<file path="src/rtl/multi_digit_seg_driver.sv">
// Time-multiplexed hex driver for a common-select 7-segment display with
// leading-zero suppression and optional active-low output polarity.
module multi_digit_seg_driver #(
  parameter int NUM_DIGITS  = 4,
  parameter int REFRESH_DIV = 16,
  parameter int ACTIVE_LOW  = 0
) (
  input  logic                    clk,
  input  logic                    reset_n,
  input  logic                    enable,
  input  logic                    load,
  input  logic [4*NUM_DIGITS-1:0] data_in,
  input  logic                    lz_blank,
  output logic [6:0]              seg,
  output logic [NUM_DIGITS-1:0]   dig_en
);

  localparam int PW = (REFRESH_DIV > 1) ? $clog2(REFRESH_DIV) : 1;
  localparam int IW = (NUM_DIGITS > 1) ? $clog2(NUM_DIGITS) : 1;
  localparam logic [PW-1:0] PRE_MAX = PW'(REFRESH_DIV - 1);
  localparam logic [IW-1:0] IDX_MAX = IW'(NUM_DIGITS - 1);

  function automatic logic [6:0] hex_to_seg(input logic [3:0] nib);
    logic [6:0] s;
    case (nib)
      4'h0:    s = 7'h7E;
      4'h1:    s = 7'h30;
      4'h2:    s = 7'h6D;
      4'h3:    s = 7'h79;
      4'h4:    s = 7'h33;
      4'h5:    s = 7'h5B;
      4'h6:    s = 7'h5F;
      4'h7:    s = 7'h70;
      4'h8:    s = 7'h7F;
      4'h9:    s = 7'h7B;
      4'hA:    s = 7'h77;
      4'hB:    s = 7'h1F;
      4'hC:    s = 7'h4E;
      4'hD:    s = 7'h3D;
      4'hE:    s = 7'h4F;
      4'hF:    s = 7'h47;
      default: s = 7'h00;
    endcase
    return s;
  endfunction

  logic [4*NUM_DIGITS-1:0] shadow_r;
  logic [PW-1:0]           pre_r;
  logic [IW-1:0]           idx_r;
  logic [6:0]              seg_r;
  logic [NUM_DIGITS-1:0]   dig_r;

  logic [3:0]              cur_nib_s;
  logic                    upper_nonzero_s;
  logic                    blank_s;
  logic [6:0]              seg_next_s;
  logic [NUM_DIGITS-1:0]   dig_next_s;

  // Decode the currently selected digit; a digit above 0 is blanked when it
  // and every more significant nibble are zero.
  always_comb begin
    cur_nib_s       = 4'h0;
    upper_nonzero_s = 1'b0;
    for (int i = 0; i < NUM_DIGITS; i++) begin
      cur_nib_s       = cur_nib_s | ((idx_r == IW'(i)) ? shadow_r[4*i +: 4] : 4'h0);
      upper_nonzero_s = upper_nonzero_s |
                        ((IW'(i) >= idx_r) && (shadow_r[4*i +: 4] != 4'h0));
    end
    blank_s    = lz_blank && (idx_r != {IW{1'b0}}) && !upper_nonzero_s;
    seg_next_s = blank_s ? 7'h00 : hex_to_seg(cur_nib_s);
    dig_next_s = NUM_DIGITS'(1) << idx_r;
  end

  // Shadow register, scan counters and registered logical outputs.
  always_ff @(posedge clk) begin
    if (!reset_n) begin
      shadow_r <= '0;
      pre_r    <= '0;
      idx_r    <= '0;
      seg_r    <= 7'h00;
      dig_r    <= '0;
    end else begin
      if (load) begin
        shadow_r <= data_in;
      end else begin
        shadow_r <= shadow_r;
      end
      if (enable) begin
        seg_r <= seg_next_s;
        dig_r <= dig_next_s;
        if (pre_r == PRE_MAX) begin
          pre_r <= '0;
          idx_r <= (idx_r == IDX_MAX) ? {IW{1'b0}} : idx_r + IW'(1);
        end else begin
          pre_r <= pre_r + PW'(1);
          idx_r <= idx_r;
        end
      end else begin
        seg_r <= 7'h00;
        dig_r <= '0;
        pre_r <= pre_r;
        idx_r <= idx_r;
      end
    end
  end

  // Polarity is applied after the registers so reset values invert as well.
  assign seg    = (ACTIVE_LOW != 0) ? ~seg_r : seg_r;
  assign dig_en = (ACTIVE_LOW != 0) ? ~dig_r : dig_r;

endmodule

</file>
<file path="config.mk">
export PLATFORM = sky130hd
export DESIGN_NAME = multi_digit_seg_driver
export DESIGN_NICKNAME = d
export VERILOG_FILES = /design/src/rtl/multi_digit_seg_driver.sv
export SDC_FILE = /design/constraint.sdc
export NUM_CORES = 1
export LEC_CHECK = 0
export ABC_AREA = 1
export BUFFER_PORTS_ARGS = -buffer_cell sky130_fd_sc_hd__buf_2
export CORE_ASPECT_RATIO = 1.5
export CORE_MARGIN = 5
export CORE_UTILIZATION = 50
export DETAILED_ROUTE_END_ITERATION = 7
export GPL_ROUTABILITY_DRIVEN = 1
export GPL_TIMING_DRIVEN = 0
export PLACE_DENSITY = 0.71
export SLEW_MARGIN = 20
export SYNTH_ARGS = -nofsm -noshare
export SYNTH_HDL_FRONTEND = slang
export SYNTH_SLANG_ARGS = --single-unit
</file>
<file path="constraint.sdc">
create_clock -name clk -period 2.65 [get_ports clk]
set_clock_uncertainty 0.15 [all_clocks]
set_input_delay 0.53 -clock clk [delete_from_list [all_inputs] [get_ports clk]]
set_output_delay 0.53 -clock clk [all_outputs]
set_load 0.02 [all_outputs]
</file>
==> out/qor.yml, run 1 <==
status: "completed"
yosysSeqAreaShare_pct: 40.7
min_delay_worst_endpoint: "shadow_r[2]"
antenna_found_initial: 0
max_freq_mhz: 431
clkTransAtPathRegs_ns: 0.07
syn_nets: 253
cts_setup_buffers: 0
arrival_ns: 2.35
dieWidth_um: 56.5
wire_per_inst_um: 11.2
peakVddDrop_v: 0.000573
crit_path_max_fanout: 6
num_vias: 1465
routedLengthMet1_mm: 1.34
hold_class: "in2reg"
start_util_pct: 51.9
hp-start: "data_in[2]"
rrSetupSlack_ns: 0.33
synth_top_cell_by_area: "dfxtp_1"
netlist_top_cells_count: "43 x nand2_1, 42 x nor2_1, 33 x dfxtp_1"
drive_gt1_share_pct: 23.2
routed_wirelength_mm: 3.36
finalCritPeriodShare_pct: 87.6
synth_area_um2: 1620
reg2reg_to: "seg[3]"
rows: 25
port_buffers: 31
syn_inst: 220
final_nets: 291
clock_latency_ns: 0.28
path_buf_inv: 2
cts_tree: "built"
min_path_cells: 3
path_class: "reg2reg"
ys_types: 25
place_inst: 291
cts_root_buf: "clkbuf_8"
cts_buffers: 5
synth_most_common_cell: "nand2_1"
grt_pass1_wl_mm: 5.88
max-cap-violations: 0
tightest_slew_ns: 0.404
critPathTopFamily: "simple AND/OR/NAND/NOR gates"
routabilityCongestion: 0.789
grt_max_degree: 11
dr_wl_met3_um: 165
ctsHoldBuffers: 0
grt_usage_pct: 16.9
r2r_cells: 11
postSynthAreaPerCell_um2: 7.38
r2r_start: "idx_r[0]"
max_stage_delay_ns: 0.43
tns_ns: 0
grt_pass1_vias: 1456
die_area_um2: 4510
cp-end-kind: "flip-flop"
final_cells: 299
drc: 0
crit_slowest_cell: "dfxtp_1"
synth_area_leaders: "dfxtp_1 41%, nand2_1 9.9%, nor2_1 9.7%"
finish.utilization_pct: 62.2
htree_num_levels: 2
setup_viol: 0
crit_path_start_kind: "flip-flop"
rsz0062_at_grt: "false"
path_cells: "inv_1, ha_1, nand2_1, nand2_1, nor2_1, inv_1, ha_1, nand2_2, nand3_2, nand3_2, nor2_1"
cts_resized: 0
cts.sinks: 33
synthArstFlopShare_pct: 0
grt-ovfl-total: 0
drtAntennaViolNets: 0
ys.flop_type: "dfxtp_1"
diodes: 0
synth.top_cell.area_share_pct: 40.7
period_needed_ns: 2.32
synth_seq_cells: 33
core_um2: 3130
power.leakage_nw: 0.970
crit_required_ns: 2.68
ios: 32
drt_iter0_drc: 21
dpl.hpwl_mm: 2.62
synth-edff-count: 0
areaGrowthSynthToFinish_pct: 19.8
dr.pass1.iters: 4
p_per_area_nw_per_um2: 604
met2_length_mm: 1.76
yosys_warnings: 0
cts_buffer_depth: 2
viasPerCell: 4.90
slew-limit-headroom_pct: 73.0
drv_slew: 0
chipHeight_um: 79.8
top_layer: "met4"
total_power_mw: 1.17
hold_viol_final: 0
metrics by stage:
stage / setup WS [ns] / hold WS (ns) / cell area (um2)
after CTS: 0.308 / 0.312 / 1940
after global placement: 0.350 / 0.313 / 1830
final: 0.329 / 0.319 / 1940
after floorplan: 0.640 / 0.298 / 1620
after detailed placement: 0.329 / 0.317 / 1830
after global routing: 0.179 / 0.329 / 1940
worst max path at each step:
stage,startpoint,end,slack [ns],cells past startpoint
6_report,idx_r[0],seg[3],0.33,11
4_1_cts,idx_r[0],seg[5],0.31,10
2_1_floorplan,idx_r[0],seg[3],0.64,11
5_1_grt,idx_r[0],seg[3],0.18,11
3_5_place_dp,idx_r[0],seg[3],0.33,11
3_3_place_gp,idx_r[0],seg[3],0.35,11
report_power, final:
group,switching [mW],internal [mW],leakage [nW]
Sequential,0.0146,0.524,0.272
Clock,0.175,0.306,0.0585
Combinational,0.0952,0.0589,0.639
Total,0.284,0.890,0.970
layer usage:
layer | track usage (%) | up-vias
met5 | 0 | -
met3 | 4.53 | 8
met1 | 15.7 | 647
met2 | 31.4 | 33
li1 | - | 777
met4 | 11.2 | 0
cell usage in the layout, fill, tap and decap left out, types with 2 or more instances in the layout:
cell	count
nand2_1	43
nor2_1	42
buf_2	33
dfxtp_1	33
o21ai_0	20
inv_1	15
ha_1	12
a21oi_1	10
nand3_1	9
nand2_2	8
nor3_1	6
clkbuf_8	6
inv_2	3
clkbuf_1	3
nand3_2	3
a21oi_2	2
state kept, by name, indices dropped and copies added, names as in the netlist:
signal,count
dig_en,4
seg,7
pre_r,4
shadow_r,16
idx_r,2
worst reg2reg max path: cells and delay by family, from the launching register on:
family | cells | cell delay [ns]
AND/OR/NAND/NOR | 7 | 0.73
flip-flops | 1 | 0.43
adder cells (fa/ha/maj) | 2 | 0.60
buffers and inverters | 2 | 0.31
cell families after synthesis:
| family | Yosys count | synth area share, % |
|---|---|---|
| and+or+nand+nor | 117 | 33.0 |
| AOI/OAI and AO/OA | 33 | 10.6 |
| xor gates and xnor gates | 1 | 0.540 |
| buffers and inverters | 24 | 5.86 |
| DFF | 33 | 40.7 |
| adders and majority gates | 12 | 9.25 |
final cells by class:
type	instances	area, um2
clock buffer	7	86.3
multi-input combinational	163	867
timing repair buffer	31	155
buffer	4	17.5
clock inverter	1	30.0
tap	40	50.0
inverter	20	77.6
sequential	33	661
fill	301	1180
No activity file was read; power rests on OpenSTA's default activity.
==> inputs of run 2 (changes only) <==
--- a/config.mk
+++ b/config.mk
@@ -14,6 +14,7 @@
 export GPL_ROUTABILITY_DRIVEN = 1
 export GPL_TIMING_DRIVEN = 0
 export PLACE_DENSITY = 0.71
+export RECOVER_POWER = 50
 export SLEW_MARGIN = 20
 export SYNTH_ARGS = -nofsm -noshare
 export SYNTH_HDL_FRONTEND = slang
==> out/qor.yml, run 2 (synthesized netlist as in run 1, its figures left out) <==
status: "completed"  # unchanged
drive_gt1_share_pct: 22.0  # was 23.2%
max-cap-violations: 0  # unchanged
core_um2: 3130  # unchanged
final_nets: 291  # unchanged
peakVddDrop_v: 0.000573  # about the same
cts.sinks: 33  # unchanged
r2r_start: "idx_r[0]"  # unchanged
cts_root_buf: "clkbuf_8"  # unchanged
min_delay_worst_endpoint: "shadow_r[2]"  # unchanged
wire_per_inst_um: 11.3  # was 11.2 um
grt_max_degree: 11  # unchanged
start_util_pct: 51.9  # unchanged
placed_cell_area_um2: 1830  # unchanged
port_buffers: 31  # unchanged
cts_setup_buffers: 0  # unchanged
dr_wl_met3_um: 162  # was 165 um
grt_pass1_wl_mm: 5.88  # unchanged
met2_length_mm: 1.76  # about the same
cts_resized: 0  # unchanged
dieWidth_um: 56.5  # unchanged
drt_iter0_drc: 21  # unchanged
cts_buffers: 5  # unchanged
cts_buffer_depth: 2  # unchanged
cts_tree: "built"  # unchanged
finalCritPeriodShare_pct: 87.6  # unchanged
reg2reg_to: "seg[3]"  # unchanged
cp-end-kind: "flip-flop"  # unchanged
rsz0062_at_grt: "false"  # unchanged
stdcell_area_um2: 1940  # about the same
crit_path_start_kind: "flip-flop"  # unchanged
grt-ovfl-total: 0  # unchanged
grt_usage_pct: 16.9  # unchanged
drtAntennaViolNets: 0  # unchanged
largest_reg_flops: 16  # unchanged
clkTransAtPathRegs_ns: 0.07  # about the same
routed_wirelength_mm: 3.36  # about the same
p_per_area_nw_per_um2: 605  # was 604 nW/um2
diodes: 0  # unchanged
hp-start: "data_in[2]"  # unchanged
r2r_cells: 11  # unchanged
routedLengthMet1_mm: 1.34  # about the same
drv_slew: 0  # unchanged
top_register: "shadow_r"  # unchanged
antenna_found_initial: 0  # unchanged
crit_required_ns: 2.68  # about the same
path_cells: "inv_1, ha_1, nand2_1, nand2_1, nor2_1, inv_1, ha_1, nand2_2, nand3_2, nand3_2, nor2_1"  # unchanged
path_class: "reg2reg"  # unchanged
crit_slowest_cell: "dfxtp_1"  # unchanged
top_layer: "met4"  # unchanged
viasPerCell: 4.90  # about the same
crit_path_max_fanout: 6  # unchanged
tightest_slew_ns: 0.404  # unchanged
drc: 0  # unchanged
slew-limit-headroom_pct: 73.0  # unchanged
rows: 25  # unchanged
hold_viol_final: 0  # unchanged
min_path_cells: 3  # unchanged
tns_ns: 0  # unchanged
htree_num_levels: 2  # unchanged
areaGrowthSynthToFinish_pct: 19.6  # was 19.8%
max_freq_mhz: 431  # unchanged
critPathTopFamily: "simple AND/OR/NAND/NOR gates"  # unchanged
arrival_ns: 2.35  # about the same
rrSetupSlack_ns: 0.33  # about the same
clock_latency_ns: 0.28  # about the same
dpl.hpwl_mm: 2.62  # unchanged
chipHeight_um: 79.8  # unchanged
die_area_um2: 4510  # unchanged
setup_viol: 0  # unchanged
path_buf_inv: 2  # unchanged
ctsHoldBuffers: 0  # unchanged
num_vias: 1466  # was 1465
hold_class: "in2reg"  # unchanged
final_common_cell: "nand2_1"  # unchanged
grt_pass1_vias: 1456  # unchanged
period_needed_ns: 2.32  # unchanged
dr.pass1.iters: 4  # unchanged
layout_common_cells: "43 x nand2_1, 42 x nor2_1, 33 x dfxtp_1"  # was 43 x nand2_1, 42 x nor2_1, 33 x buf_2, 33 x dfxtp_1, 20 x o21ai_0
power.leakage_nw: 0.962  # was 0.970 nW
finish.utilization_pct: 62.0  # was 62.2%
ios: 32  # unchanged
max_stage_delay_ns: 0.43  # about the same
routabilityCongestion: 0.789  # unchanged
## run 2: cell types whose count changed in the layout (fill, tap and decap cells not counted)
| cell | previous run | this run |
|---|---|---|
| clkbuf_1 | 3 | 6 |
| buf_2 | 33 | 30 |
## run 2: layer usage
layer | up-vias | global-route usage, %
li1 | 777 | -
met1 | 648 | 15.7
met2 | 33 | 31.4
met3 | 8 | 4.53
met4 | 0 | 11.2
met5 | - | 0
## run 2: tightest hold or removal path: cells and delay by family
| family | cells | cell delay, ns |
|---|---|---|
| AND/OR/NAND/NOR | 2 | 0.11 |
| buffers and inverters | 1 | 0.07 |
## run 2: area by class of cell
class	instances	area (um2)
Buffer	4	16.3
Clock inverter	1	30.0
Tap cell	40	50.0
Clock buffer	7	86.3
Timing Repair Buffer	31	153
Multi-Input combinational cell	163	867
Fill cell	304	1190
Inverter	20	77.6
Sequential cell	33	661
## run 2: how the worst max path moves through the flow
stage / start / end / slack (ns) / depth (start not counted)
floorplan: idx_r[0] / seg[3] / 0.64 / 11
global placement: idx_r[0] / seg[3] / 0.35 / 11
detailed placement: idx_r[0] / seg[3] / 0.33 / 11
CTS: idx_r[0] / seg[5] / 0.31 / 10
global route: idx_r[0] / seg[3] / 0.18 / 11
finish: idx_r[0] / seg[3] / 0.33 / 11
## run 2: where the power goes
| part | internal, mW | leakage [nW] | switching [mW] | total (mW) |
|---|---|---|---|---|
| sequential | 0.524 | 0.272 | 0.0146 | 0.539 |
| combinational | 0.0582 | 0.631 | 0.0953 | 0.153 |
| clock | 0.306 | 0.0585 | 0.175 | 0.481 |
| total | 0.889 | 0.962 | 0.285 | 1.17 |
## run 2: stage by stage
step	hold slack, ns	power (mW)	setup slack [ns]	cells
2_1_floorplan	0.298	0.656	0.640	220
3_3_place_gp	0.313	0.701	0.350	291
3_5_place_dp	0.317	0.704	0.329	291
4_1_cts	0.312	1.19	0.308	299
5_1_grt	0.329	1.23	0.179	299
6_report	0.319	1.17	0.329	299
==> inputs of run 3 (changes only) <==
--- a/config.mk
+++ b/config.mk
@@ -15,6 +15,7 @@
 export GPL_TIMING_DRIVEN = 0
 export PLACE_DENSITY = 0.71
 export RECOVER_POWER = 50
+export REMOVE_ABC_BUFFERS = 1
 export SLEW_MARGIN = 20
 export SYNTH_ARGS = -nofsm -noshare
 export SYNTH_HDL_FRONTEND = slang
==> out/qor.yml, run 3 (synthesized netlist as in run 1, its figures left out) <==
status: "completed"  # unchanged
grt_usage_pct: 15.9  # was 16.9%
die_area_um2: 4510  # unchanged
routed_wirelength_mm: 3.18  # was 3.36 mm
met2_length_mm: 1.69  # was 1.76 mm
setup_viol: 0  # unchanged
power.leakage_nw: 0.897  # was 0.962 nW
cts_tree: "built"  # unchanged
crit_path_max_fanout: 6  # unchanged
drt_iter0_drc: 29  # was 21
ctsHoldBuffers: 0  # unchanged
max-cap-violations: 0  # unchanged
holdWs_ns: 0.314  # was 0.319 ns
crit_slowest_cell: "dfxtp_1"  # unchanged
top_register: "shadow_r"  # unchanged
grt_pass1_vias: 1401  # was 1456
tns_ns: 0  # unchanged
layout_common_cells: "43 x nand2_1, 42 x nor2_1, 33 x dfxtp_1"  # unchanged
hold_viol_final: 0  # unchanged
rows: 25  # unchanged
rsz0062_at_grt: "false"  # unchanged
cts.sinks: 33  # unchanged
largest_reg_flops: 16  # unchanged
viasPerCell: 4.79  # was 4.90
arrival_ns: 2.34  # was 2.35 ns
tightest_slew_ns: 0.666  # was 0.404 ns
finalCritPeriodShare_pct: 87.1  # was 87.6%
path_cells: "inv_1, ha_1, nand2_1, nand2_1, nor2_1, inv_1, ha_1, nand2_2, nand3_2, nand3_2, nor2_1"  # unchanged
final_common_cell: "nand2_1"  # unchanged
total_power_mw: 1.04  # was 1.17 mW
wire_per_inst_um: 10.8  # was 11.3 um
cts_resized: 0  # unchanged
cp-end-kind: "flip-flop"  # unchanged
routabilityCongestion: 0.768  # was 0.789
crit_required_ns: 2.68  # about the same
final_cells: 295  # was 299
max_stage_delay_ns: 0.43  # about the same
chipHeight_um: 79.8  # unchanged
dieWidth_um: 56.5  # unchanged
cts_setup_buffers: 0  # unchanged
worst_slack_ns: 0.343  # was 0.329 ns
port_buffers: 31  # unchanged
place_inst: 287  # was 291
grt-ovfl-total: 0  # unchanged
cts_buffers: 5  # unchanged
htree_num_levels: 2  # unchanged
clock_latency_ns: 0.28  # about the same
dpl_worst_slack_ns: 0.339  # was 0.329 ns
dr.pass1.iters: 4  # unchanged
start_util_pct: 51.9  # unchanged
core_um2: 3130  # unchanged
drive_gt1_share_pct: 17.6  # was 22.0%
final_nets: 287  # was 291
cts_buffer_depth: 2  # unchanged
finish.utilization_pct: 60.0  # was 62.0%
diodes: 0  # unchanged
period_needed_ns: 2.31  # was 2.32 ns
dr_wl_met3_um: 132  # was 162 um
peakVddDrop_v: 0.000511  # was 0.000573 V
p_per_area_nw_per_um2: 556  # was 605 nW/um2
stdcell_area_um2: 1880  # was 1940 um2
hold_class: "in2reg"  # unchanged
top_layer: "met4"  # unchanged
grt_pass1_wl_mm: 5.55  # was 5.88 mm
path_class: "reg2reg"  # unchanged
drv_slew: 0  # unchanged
slew-limit-headroom_pct: 55.6  # was 73.0%
grt_max_degree: 22  # was 11
antenna_found_initial: 0  # unchanged
dpl.hpwl_mm: 2.45  # was 2.62 mm
routedLengthMet1_mm: 1.27  # was 1.34 mm
areaGrowthSynthToFinish_pct: 15.7  # was 19.6%
num_vias: 1412  # was 1466
cts_root_buf: "clkbuf_8"  # unchanged
drtAntennaViolNets: 0  # unchanged
crit_path_start_kind: "flip-flop"  # unchanged
max_freq_mhz: 433  # was 431 MHz
ios: 32  # unchanged
drc: 0  # unchanged
placed_cell_area_um2: 1810  # was 1830 um2
clkTransAtPathRegs_ns: 0.07  # about the same
-- run 3: critical path, delay by kind of cell, from the launching register on --
kind | cells | cell delay (ns)
AND/OR/NAND/NOR | 7 | 0.72
adder cells (fa/ha/maj) | 2 | 0.60
flip-flops | 1 | 0.43
buffers and inverters | 2 | 0.31
-- run 3: layout make-up --
type | instances | area, um2
inverter | 20 | 77.6
tap | 40 | 50.0
fill | 344 | 1250
multi-input combinational | 163 | 867
clock buffer | 6 | 72.6
clock inverter | 2 | 10.0
timing repair buffer | 31 | 139
sequential | 33 | 661
-- run 3: final timing paths --
check | startpoint | end | slack, ns | cells past startpoint
setup / recovery | idx_r[0] | seg[3] | 0.34 | 11
hold / removal | data_in[5] | shadow_r[5] | 0.31 | 3
setup reg to reg | idx_r[0] | seg[3] | 0.34 | 11
hold reg to reg | shadow_r[11] | shadow_r[11] | 0.32 | 2
-- run 3: layer usage --
layer / vias up / track usage [%]
li1: 769 / -
met1: 617 / 14.7
met2: 21 / 29.9
met3: 5 / 4.37
met4: 0 / 10.2
met5: - / 0
-- run 3: power by group --
part	internal (mW)	leakage [nW]	switching, mW	total (mW)
registers	0.525	0.272	0.0149	0.539
logic	0.0542	0.580	0.0923	0.146
clock network	0.182	0.0450	0.175	0.357
total	0.760	0.897	0.283	1.04
